--- src/rtl/audio_agc_pkg.sv ---
`default_nettype none
// +----------------------------------------------------------------------------+
// | Module  : audio_agc_pkg                                                    |
// | Brief   : Shared constants for the audio AGC capture path.                 |
// | Rev     : 1.0 - initial release                                            |
// +----------------------------------------------------------------------------+
package audio_agc_pkg;

    localparam int SAMPLE_W = 16;

    localparam logic [1:0] ADDR_DATA   = 2'd0;
    localparam logic [1:0] ADDR_STATUS = 2'd1;
    localparam logic [1:0] ADDR_THRESH = 2'd2;

    localparam int STAT_EMPTY     = 0;
    localparam int STAT_FULL      = 1;
    localparam int STAT_OVERFLOW  = 2;
    localparam int STAT_CAPTURE   = 3;
    localparam int STAT_COUNT_LSB = 16;

    localparam int RDCTRL_EN    = 0;
    localparam int RDCTRL_FLUSH = 1;

endpackage
`default_nettype wire

--- src/rtl/sync_fifo_core.sv ---
`default_nettype none
// +----------------------------------------------------------------------------+
// | Module  : sync_fifo_core                                                   |
// | Brief   : Single-clock FIFO with async-read head, count and sticky overflow.|
// | Rev     : 1.0 - initial release                                            |
// +----------------------------------------------------------------------------+
module sync_fifo_core #(
    parameter int DEPTH = 64,
    parameter int AW    = 6,
    parameter int W     = 16
) (
    input  logic          clk,
    input  logic          reset,
    input  logic          i_push,
    input  logic [W-1:0]  i_wdata,
    input  logic          i_pop,
    input  logic          i_clear,
    output logic [W-1:0]  o_head,
    output logic [AW:0]   o_count,
    output logic          o_empty,
    output logic          o_full,
    output logic          o_overflow
);

    localparam logic [AW:0] c_depth = (AW+1)'(DEPTH);

    logic [W-1:0]  r_mem [DEPTH];
    logic [AW-1:0] r_wr_ptr;
    logic [AW-1:0] r_rd_ptr;
    logic [AW:0]   r_count;
    logic          r_overflow;

    logic w_empty;
    logic w_full;
    logic w_do_pop;
    logic w_do_push;

    assign w_empty   = (r_count == '0);
    assign w_full    = (r_count == c_depth);
    assign w_do_pop  = i_pop & ~w_empty & ~i_clear;
    // A same-cycle pop frees the slot, so a push into a full FIFO still lands.
    assign w_do_push = i_push & (~w_full | w_do_pop) & ~i_clear;

    always_ff @(posedge clk) begin
        if (w_do_push) begin
            r_mem[r_wr_ptr] <= i_wdata;
        end
    end

    always_ff @(posedge clk) begin
        if (reset || i_clear) begin
            r_wr_ptr   <= '0;
            r_rd_ptr   <= '0;
            r_count    <= '0;
            r_overflow <= 1'b0;
        end else begin
            if (w_do_push) begin
                r_wr_ptr <= r_wr_ptr + AW'(1);
            end
            if (w_do_pop) begin
                r_rd_ptr <= r_rd_ptr + AW'(1);
            end
            case ({w_do_push, w_do_pop})
                2'b10:   r_count <= r_count + (AW+1)'(1);
                2'b01:   r_count <= r_count - (AW+1)'(1);
                default: r_count <= r_count;
            endcase
            if (i_push && !w_do_push) begin
                r_overflow <= 1'b1;
            end
        end
    end

    assign o_head     = r_mem[r_rd_ptr];
    assign o_count    = r_count;
    assign o_empty    = w_empty;
    assign o_full     = w_full;
    assign o_overflow = r_overflow;

endmodule
`default_nettype wire

--- src/rtl/audio_sample_rdfifo.sv ---
`default_nettype none
// +----------------------------------------------------------------------------+
// | Module  : audio_sample_rdfifo                                              |
// | Brief   : rdctrl-gated audio sample FIFO drained over an Avalon-MM slave.  |
// | Rev     : 1.0 - initial release                                            |
// +----------------------------------------------------------------------------+
module audio_sample_rdfifo
    import audio_agc_pkg::*;
#(
    parameter int DEPTH  = 64,
    parameter int AW     = 6,
    parameter int THRESH = 32
) (
    input  logic                clk,
    input  logic                reset,
    input  logic [1:0]          rdctrl,
    input  logic                sample_valid,
    input  logic [SAMPLE_W-1:0] sample_data,
    input  logic [1:0]          address,
    input  logic                chipselect,
    input  logic                read_n,
    output logic [31:0]         readdata,
    output logic                irq
);

    localparam logic [AW:0] c_thresh = (AW+1)'(THRESH);

    logic                r_flush_q;
    logic                r_irq;
    logic                w_flush_evt;
    logic                w_push;
    logic                w_pop;
    logic [SAMPLE_W-1:0] w_head;
    logic [AW:0]         w_count;
    logic                w_empty;
    logic                w_full;
    logic                w_overflow;
    logic [31:0]         w_status;

    assign w_flush_evt = rdctrl[RDCTRL_FLUSH] & ~r_flush_q;
    assign w_push      = sample_valid & rdctrl[RDCTRL_EN];
    assign w_pop       = chipselect & ~read_n & (address == ADDR_DATA);

    sync_fifo_core #(
        .DEPTH (DEPTH),
        .AW    (AW),
        .W     (SAMPLE_W)
    ) u_core (
        .clk        (clk),
        .reset      (reset),
        .i_push     (w_push),
        .i_wdata    (sample_data),
        .i_pop      (w_pop),
        .i_clear    (w_flush_evt),
        .o_head     (w_head),
        .o_count    (w_count),
        .o_empty    (w_empty),
        .o_full     (w_full),
        .o_overflow (w_overflow)
    );

    always_ff @(posedge clk) begin
        if (reset) begin
            r_flush_q <= 1'b0;
            r_irq     <= 1'b0;
        end else begin
            r_flush_q <= rdctrl[RDCTRL_FLUSH];
            r_irq     <= (w_count >= c_thresh);
        end
    end

    always_comb begin
        w_status                               = '0;
        w_status[STAT_EMPTY]                   = w_empty;
        w_status[STAT_FULL]                    = w_full;
        w_status[STAT_OVERFLOW]                = w_overflow;
        w_status[STAT_CAPTURE]                 = rdctrl[RDCTRL_EN];
        w_status[STAT_COUNT_LSB +: AW+1]       = w_count;
    end

    // Zero-wait read: the head is presented in the same cycle the pop is issued.
    always_comb begin
        readdata = '0;
        case (address)
            ADDR_DATA: begin
                if (!w_empty) begin
                    readdata = {{(32-SAMPLE_W){w_head[SAMPLE_W-1]}}, w_head};
                end
            end
            ADDR_STATUS: readdata = w_status;
            ADDR_THRESH: readdata = 32'(THRESH);
            default:     readdata = '0;
        endcase
    end

    assign irq = r_irq;

endmodule
`default_nettype wire

--- config.mk ---
export PLATFORM = sky130hd
export DESIGN_NAME = audio_sample_rdfifo
export DESIGN_NICKNAME = d
export VERILOG_FILES = /design/src/rtl/audio_agc_pkg.sv /design/src/rtl/sync_fifo_core.sv /design/src/rtl/audio_sample_rdfifo.sv
export SDC_FILE = /design/constraint.sdc
export NUM_CORES = 1
export LEC_CHECK = 0
export BUFFER_PORTS_ARGS = -buffer_cell sky130_fd_sc_hd__buf_2
export CAP_MARGIN = 20
export CORE_UTILIZATION = 35
export DETAILED_ROUTE_END_ITERATION = 7
export PLACE_DENSITY = 0.46
export SETUP_SLACK_MARGIN = 0.5
export SLEW_MARGIN = 25
export SYNTH_ARGS = -nofsm -noshare
export SYNTH_HDL_FRONTEND = slang
export SYNTH_HIERARCHICAL = 1
export SYNTH_SLANG_ARGS = --single-unit
--- constraint.sdc ---
create_clock -name clk -period 11.85 [get_ports clk]
set_input_delay 2.37 -clock clk [delete_from_list [all_inputs] [get_ports clk]]
set_output_delay 2.37 -clock clk [all_outputs]
set_load 0.02 [all_outputs]
==> results of run 1 <==
==> path summary, 6_finish.rpt <==
path | start | to
min reg2reg | u_core/o_overflow$_SDFFE_PP0P_ | u_core/o_overflow$_SDFFE_PP0P_
max | flip-flop | readdata[19]
min | u_core/o_overflow$_SDFFE_PP0P_ | u_core/o_overflow$_SDFFE_PP0P_
max reg2reg | u_core/o_count[1]$_SDFFE_PP0P_ | u_core/o_count[4]$_SDFFE_PP0P_
==> registers in the layout, summed over array words and instances, names as in the netlist, named ones only <==
register	cells
u_core/r_mem	1024
u_core/o_count	7
u_core/r_rd_ptr	6
u_core/r_wr_ptr	6
irq	1
r_flush_q	1
u_core/o_overflow	1
==> report_power, final <==
part / switching, W / internal [W] / leakage, nW / total (W)
Sequential: 0.00000175 / 0.00408 / 9.43 / 0.00408
Clock: 0.00141 / 0.00200 / 1.73 / 0.00341
Combinational: 0.0000913 / 0.0000183 / 3.20 / 0.000110
Total: 0.00150 / 0.00610 / 14.4 / 0.00761
==> worst max-delay path, delay by kind of cell, from the launching register on <==
family	cells	cell delay [ns]
buffers and inverters	3	1.40
and+or+nand+nor	3	1.29
DFF	1	0.69
AOI/OAI and AO/OA	3	1.06
==> synthesized netlist by cell type, drive strengths merged, types with 6 or more instances <==
master  instances  area [um2]
or3             7        43.8
nor2b          12        75.1
clkbuf         45         169
nor2          102         385
a31oi          10        62.6
a221oi          6        52.6
a22o           11        96.3
xnor2           6        52.6
o21ai          15        75.1
buf            80         424
dfxtp          28         561
nand2          54         203
mux2i          40         400
nor3           19         100
nand3          17        85.1
xor2            7        61.3
a21o            8        60.1
a211oi         11        82.6
and2           12        75.1
edfxtp       1024       30700
a22oi          64         480
mux4          245        5520
a21oi          51         255
o22ai          26         163
==> per-layer routing <==
layer  GRT usage, %  part of all wire, %  up-vias
li1               -                    -     8414
met1           25.5                   46    10500
met2           27.0                   46      597
met3           3.03                  5.7      142
met4           5.31                  2.6        0
met5              0                    0        -
==> final cells by class <==
type | instances | area (um2) | share of cell area (%)
diodes | 1 | 2.50 | 0.00536
clock buffers | 158 | 3090 | 6.61
clock inverters | 48 | 465 | 0.997
inverters | 4 | 15.0 | 0.0321
multi-input cells | 771 | 8860 | 19.0
flip-flops and latches | 1052 | 31300 | 67.1
well taps | 1512 | 1890 | 4.05
repair buffers | 158 | 1060 | 2.26
==> placed cells by master (no fill, tap or decap), types with 5 or more instances in the layout <==
cell type | Yosys | final
o21ai_0 | 15 | 15
o22ai_1 | 26 | 26
clkbuf_16 | 0 | 115
a21o_1 | 8 | 8
buf_2 | 51 | 57
xnor2_1 | 6 | 6
dfxtp_1 | 28 | 24
inv_6 | 0 | 5
nor2b_1 | 12 | 10
clkinv_2 | 0 | 13
nand2_1 | 54 | 54
or3_1 | 7 | 7
xor2_1 | 7 | 7
nor2_4 | 0 | 7
and2_1 | 11 | 11
clkbuf_8 | 0 | 5
ha_1 | 5 | 5
a31oi_1 | 10 | 10
nor2_1 | 101 | 86
mux2i_1 | 40 | 40
mux4_2 | 245 | 245
nor3_1 | 18 | 18
a22o_1 | 11 | 11
edfxtp_1 | 1024 | 1024
a22oi_1 | 64 | 64
nand3_1 | 17 | 17
clkinv_1 | 0 | 19
bufinv_16 | 0 | 9
clkbuf_1 | 45 | 38
nor2_2 | 1 | 9
a221oi_1 | 6 | 6
a21oi_1 | 51 | 51
buf_4 | 12 | 100
a211oi_1 | 11 | 11
nand2b_1 | 5 | 5
==> cell families after synthesis <==
| family | synth area share [%] |
|---|---|
| muxes | 14.5 |
| DFF | 76.9 |
| AOI/OAI and AO/OA | 3.62 |
| buffers and inverters | 1.49 |
| and+or+nand+nor | 2.99 |
| xor gates and xnor gates | 0.280 |
| adders and majority gates | 0.154 |
==> through the flow <==
stage | hold slack (ns) | setup WS (ns)
after floorplan | 0.437 | 5.94
after global placement | 0.478 | 4.96
after detailed placement | 0.479 | 4.86
after CTS | 0.498 | 4.06
after global routing | 0.555 | 3.82
final | 0.492 | 4.22
==> results by group, run 1 <==
CTS
  • Cts hold-fix bufs: 0
  • Postcts setup bufs: 0
  • Clk_lat worst skew: 0.70 ns
  • # clock sinks: 1052
  • Reg clk slew, reported paths: 0.06 ns
  • Num CTS Buffers: 114
  • Post-CTS sizing: 0
  • CTS max path bufs: 3
  • H-Tree Depth: 3
  • CTS tree: built
  • CTS Root Cell: clkbuf_16

Drt
  • Drt first pass iters: 5
  • Routed vias/inst: 5.32
  • Number of routed nets with antenna violations: 0
  • Wire per inst: 27.8 um
  • Routed WL: 103 mm
  • Via count: 19700
  • # DRC: 0
  • Iteration-0 DRC count of the detailed router: 1793

Cells and area
  • Nets: 2131
  • Post-route insts no fill: 3704
  • Fill count: 10200
  • Fin area: 46700 um2
  • Share of layout cells above drive strength 1: 26.8%
  • Core Util, Final: 40.7%
  • Layout area overhead: 14.7%

Logic synthesis
  • Post-synth EDFFs: 1024
  • Mapped cell area: 40700 um2
  • Register area share after synthesis: 76.9%
  • Top FF cell, synth: edfxtp_1
  • Syn Inst Count: 1952
  • FFs w/ async S/R, synth: 0%
  • Syn. warnings: 6
  • Synth cell types: 56
  • Post-Syn Area per Cell: 20.9 um2
  • Syn_nets: 1982
  • Synthesized flop and latch total: 1052

STA
  • Fmax: 131 MHz
  • Final min period: 7.63 ns
  • Fin Setup TNS: 0 ns
  • Max_slew headroom: 28.3%
  • Final period utilization: 64.4%
  • Slew @ Worst Pin: 1.06 ns
  • Fin Clk Skew: 0.0336 ns
  • Final hold vios: 0
  • Finish-stage setup viols: 0
  • Max-slew violation count: 0
  • RSZ-0062 raised after global routing: no

Placed design
  • Port buffer count: 57
  • RePlAce Congestion: 0.789
  • Dpl cells: 3497
  • Area after DPL: 43100 um2
  • HPWL Detailed: 59.6 mm

Pwr
  • Pwr/cell area: 163 nW/um2
  • Static leakage: 14.4 nW
  • Worst vdd ir: 0.103 mV
  • Final Power: 0.00761 W

Critical path
  • Crit-path cells: buf_4, buf_4, nand2_1, o22ai_1, nor3_1, a211oi_1, nor4b_4, a21o_1, buf_2
  • Worst setup path category: reg -> out
  • Critical Path RT: 9.48 ns
  • Reg2Reg Depth: 12
  • Slowest-stage cell, CP: nor4b_4
  • Worst setup EP type: primary output
  • Slowest stage delay, CP: 0.71 ns
  • CP arrival: 5.26 ns
  • Critical Path Most Common Cell: buf_4
  • Startpoint types: flip-flop
  • Critical-path maximum fanout: 37
  • Flop-to-flop setup slack: 7.63 ns

Run
  • Max_cap viols: 0

GRT
  • Congestion Overflow GR: 0
  • Pin count of the biggest net entering global routing: 93
  • Number of global-route vias before repair: 20200
  • Initial antenna violation count: 2
  • First-pass GRT wire length: 147 mm
  • GRT Resource Usage Total: 17.5%

Status
  • Status: completed

Floorplan
  • Core area: 115000 um2
  • Core Rows: 124
  • Die area: 118000 um2
  • Ports: 58
  • Die W: 343 um
  • Die H: 343 um
  • Initial core utilization: 35.5%

Hold path
  • Hold Crit Class: reg -> reg
  • Worst Hold Depth: 2
Note: power is estimated with default switching activity, not from simulation.
==> inputs of run 2 (changes only) <==
--- a/config.mk
+++ b/config.mk
@@ -9,7 +9,7 @@
 export CAP_MARGIN = 20
 export CORE_UTILIZATION = 35
 export DETAILED_ROUTE_END_ITERATION = 7
-export PLACE_DENSITY = 0.46
+export PLACE_DENSITY = 0.48
 export SETUP_SLACK_MARGIN = 0.5
 export SLEW_MARGIN = 25
 export SYNTH_ARGS = -nofsm -noshare
==> constraint.sdc (replaced) <==
create_clock -name clk -period 6.46 [get_ports clk]
set_input_delay 1.292 -clock clk [delete_from_list [all_inputs] [get_ports clk]]
set_output_delay 1.292 -clock clk [all_outputs]
set_load 0.02 [all_outputs]
==> run 2 against run 1 <==
  * Die area stayed put
  * Clock power is 75% higher
  * Largest cell class unchanged
  * Non-clock buffer count is 22 higher
  * Utilization hardly changed
==> results by group, run 2 (synthesized netlist as in run 1, its figures left out) <==
STA
  • Max-slew violation count: 0
  • Fin Clk Skew: 0.0247 ns
  • Hold WS: 0.506 ns
  • Final period utilization: 87.1%
  • RSZ-0062 raised after global routing: no
  • Fmax: 178 MHz
  • Fin Setup TNS: 0 ns
  • Slew @ Worst Pin: 0.971 ns
  • Final hold vios: 0
  • Max_slew headroom: 34.6%
  • Final min period: 5.62 ns
  • Finish-stage setup viols: 0

Pwr
  • Final Power: 0.0137 W
  • Static leakage: 14.4 nW
  • Worst vdd ir: 0.241 mV
  • Pwr/cell area: 292 nW/um2

Cells and area
  • Nets: 2151
  • Fin area: 46800 um2
  • Largest Register: u_core/r_mem
  • Layout area overhead: 14.9%
  • Commonest cells after routing, fill and taps aside: edfxtp_1 (1024), mux4_2 (245), clkbuf_16 (115), buf_4 (115), nor2_1 (91)
  • Commonest non-fill, non-tap cell in the layout: edfxtp_1
  • Post-route insts no fill: 3726
  • Largest register FFs: 1024
  • Share of layout cells above drive strength 1: 27.0%

Drt
  • Via count: 19900
  • Drt first pass iters: 5
  • Number of routed nets with antenna violations: 0
  • Routed vias/inst: 5.33
  • Routed WL: 102 mm
  • Wire per inst: 27.5 um
  • Iteration-0 DRC count of the detailed router: 1924
  • # DRC: 0

GRT
  • Number of global-route vias before repair: 20700
  • Pin count of the biggest net entering global routing: 95
  • First-pass GRT wire length: 149 mm
  • Congestion Overflow GR: 0
  • Initial antenna violation count: 2
  • GRT Resource Usage Total: 17.6%

Placed design
  • Port buffer count: 57
  • Area after DPL: 43300 um2
  • HPWL Detailed: 60.3 mm
  • Dpl cells: 3517
  • RePlAce Congestion: 0.811

Floorplan
  • Die W: 343 um
  • Core Rows: 124
  • Initial core utilization: 35.5%
  • Die area: 118000 um2
  • Core area: 115000 um2
  • Ports: 58
  • Die H: 343 um

CTS
  • # clock sinks: 1052
  • CTS max path bufs: 3
  • H-Tree Depth: 3
  • Num CTS Buffers: 112
  • Reg clk slew, reported paths: 0.06 ns
  • Cts hold-fix bufs: 0
  • CTS tree: built
  • Clk_lat worst skew: 0.69 ns
  • CTS Root Cell: clkbuf_16

Critical path
  • Worst setup path category: reg -> out
  • Setup crit end: readdata[18]
  • Critical Path RT: 5.17 ns
  • CP arrival: 4.33 ns
  • Endpoint of the worst register-to-register path: u_core/o_count[4]$_SDFFE_PP0P_
  • Startpoint types: flip-flop
  • Reg2Reg Depth: 12
  • Critical-path maximum fanout: 35
  • Worst r2r src: u_core/o_count[1]$_SDFFE_PP0P_
  • Worst setup EP type: primary output
  • Flop-to-flop setup slack: 2.32 ns

Hold path
  • Worst Hold Depth: 2
  • Hold_sp: u_core/o_overflow$_SDFFE_PP0P_
  • Hold Crit Class: reg -> reg

Run
  • Max_cap viols: 0

Status
  • Status: completed
run 2: changes by cell type in the layout (fill, tap and decap cells not counted), moves of 5 or more:
cell / before / now
buf_12: 1 / 8
buf_4: 100 / 115
bufinv_16: 9 / 3
clkbuf_1: 38 / 32
clkinv_1: 19 / 28
nor2_1: 86 / 91
nor2_4: 7 / 1
run 2: what timing repair did:
item                                    in CTS  in global routing
setup buffers                                0                  1
endpoints found under the setup margin       0                 17
resized for setup                            0                  0
run 2: final cells by class:
type | count | area, um2
diodes | 5 | 12.5
clock buffers | 151 | 3050
clock inverters | 51 | 330
fillers | 10200 | 68100
inverters | 4 | 15.0
multi-input cells | 771 | 8820
flip-flops and latches | 1052 | 31300
well taps | 1512 | 1890
repair buffers | 180 | 1310
run 2: power breakdown:
group          internal, W  leakage, nW  total, W  switching [W]
clock              0.00340         1.65   0.00596        0.00256
combinational    0.0000353         3.34  0.000199       0.000164
sequential         0.00749         9.43   0.00749     0.00000359
run 2: per-stage QoR:
| step | worst slack (ns) | util (%) |
|---|---|---|
| after floorplan | 1.85 | - |
| after global placement | 1.46 | 37.7 |
| after detailed placement | 1.42 | 37.7 |
| after CTS | 0.641 | 40.7 |
| after global routing | 0.599 | 40.7 |
| final | 0.836 | 40.7 |
run 2: worst max-delay path: stages (launching register included):
cell and delay (ns):
dfxtp_4 0.87, buf_4 0.53, mux4_2 0.55, a21oi_1 0.15
a21oi_1 0.07, nor3_1 0.44, a211oi_1 0.26, nor4b_4 0.21
buf_12 0.19, a21o_1 0.15, buf_2 0.15
run 2: worst min path at each step:
stage | to | slack [ns]
detailed placement | u_core/o_overflow$_SDFFE_PP0P_ | 0.49
CTS | u_core/o_overflow$_SDFFE_PP0P_ | 0.51
global placement | u_core/o_overflow$_SDFFE_PP0P_ | 0.48
floorplan | u_core/o_overflow$_SDFFE_PP0P_ | 0.44
finish | u_core/o_overflow$_SDFFE_PP0P_ | 0.51
global route | u_core/r_rd_ptr[5]$_SDFFE_PP0N_ | 0.55
run 2: routing by layer:
layer  wire [um]  vias to the layer above  track usage, %
met5          13                        -               0
met3        5390                      128            2.65
met1       46700                    10700            25.4
met2       48200                      560            27.6
met4        2250                        2            5.18
li1            -                     8481               -
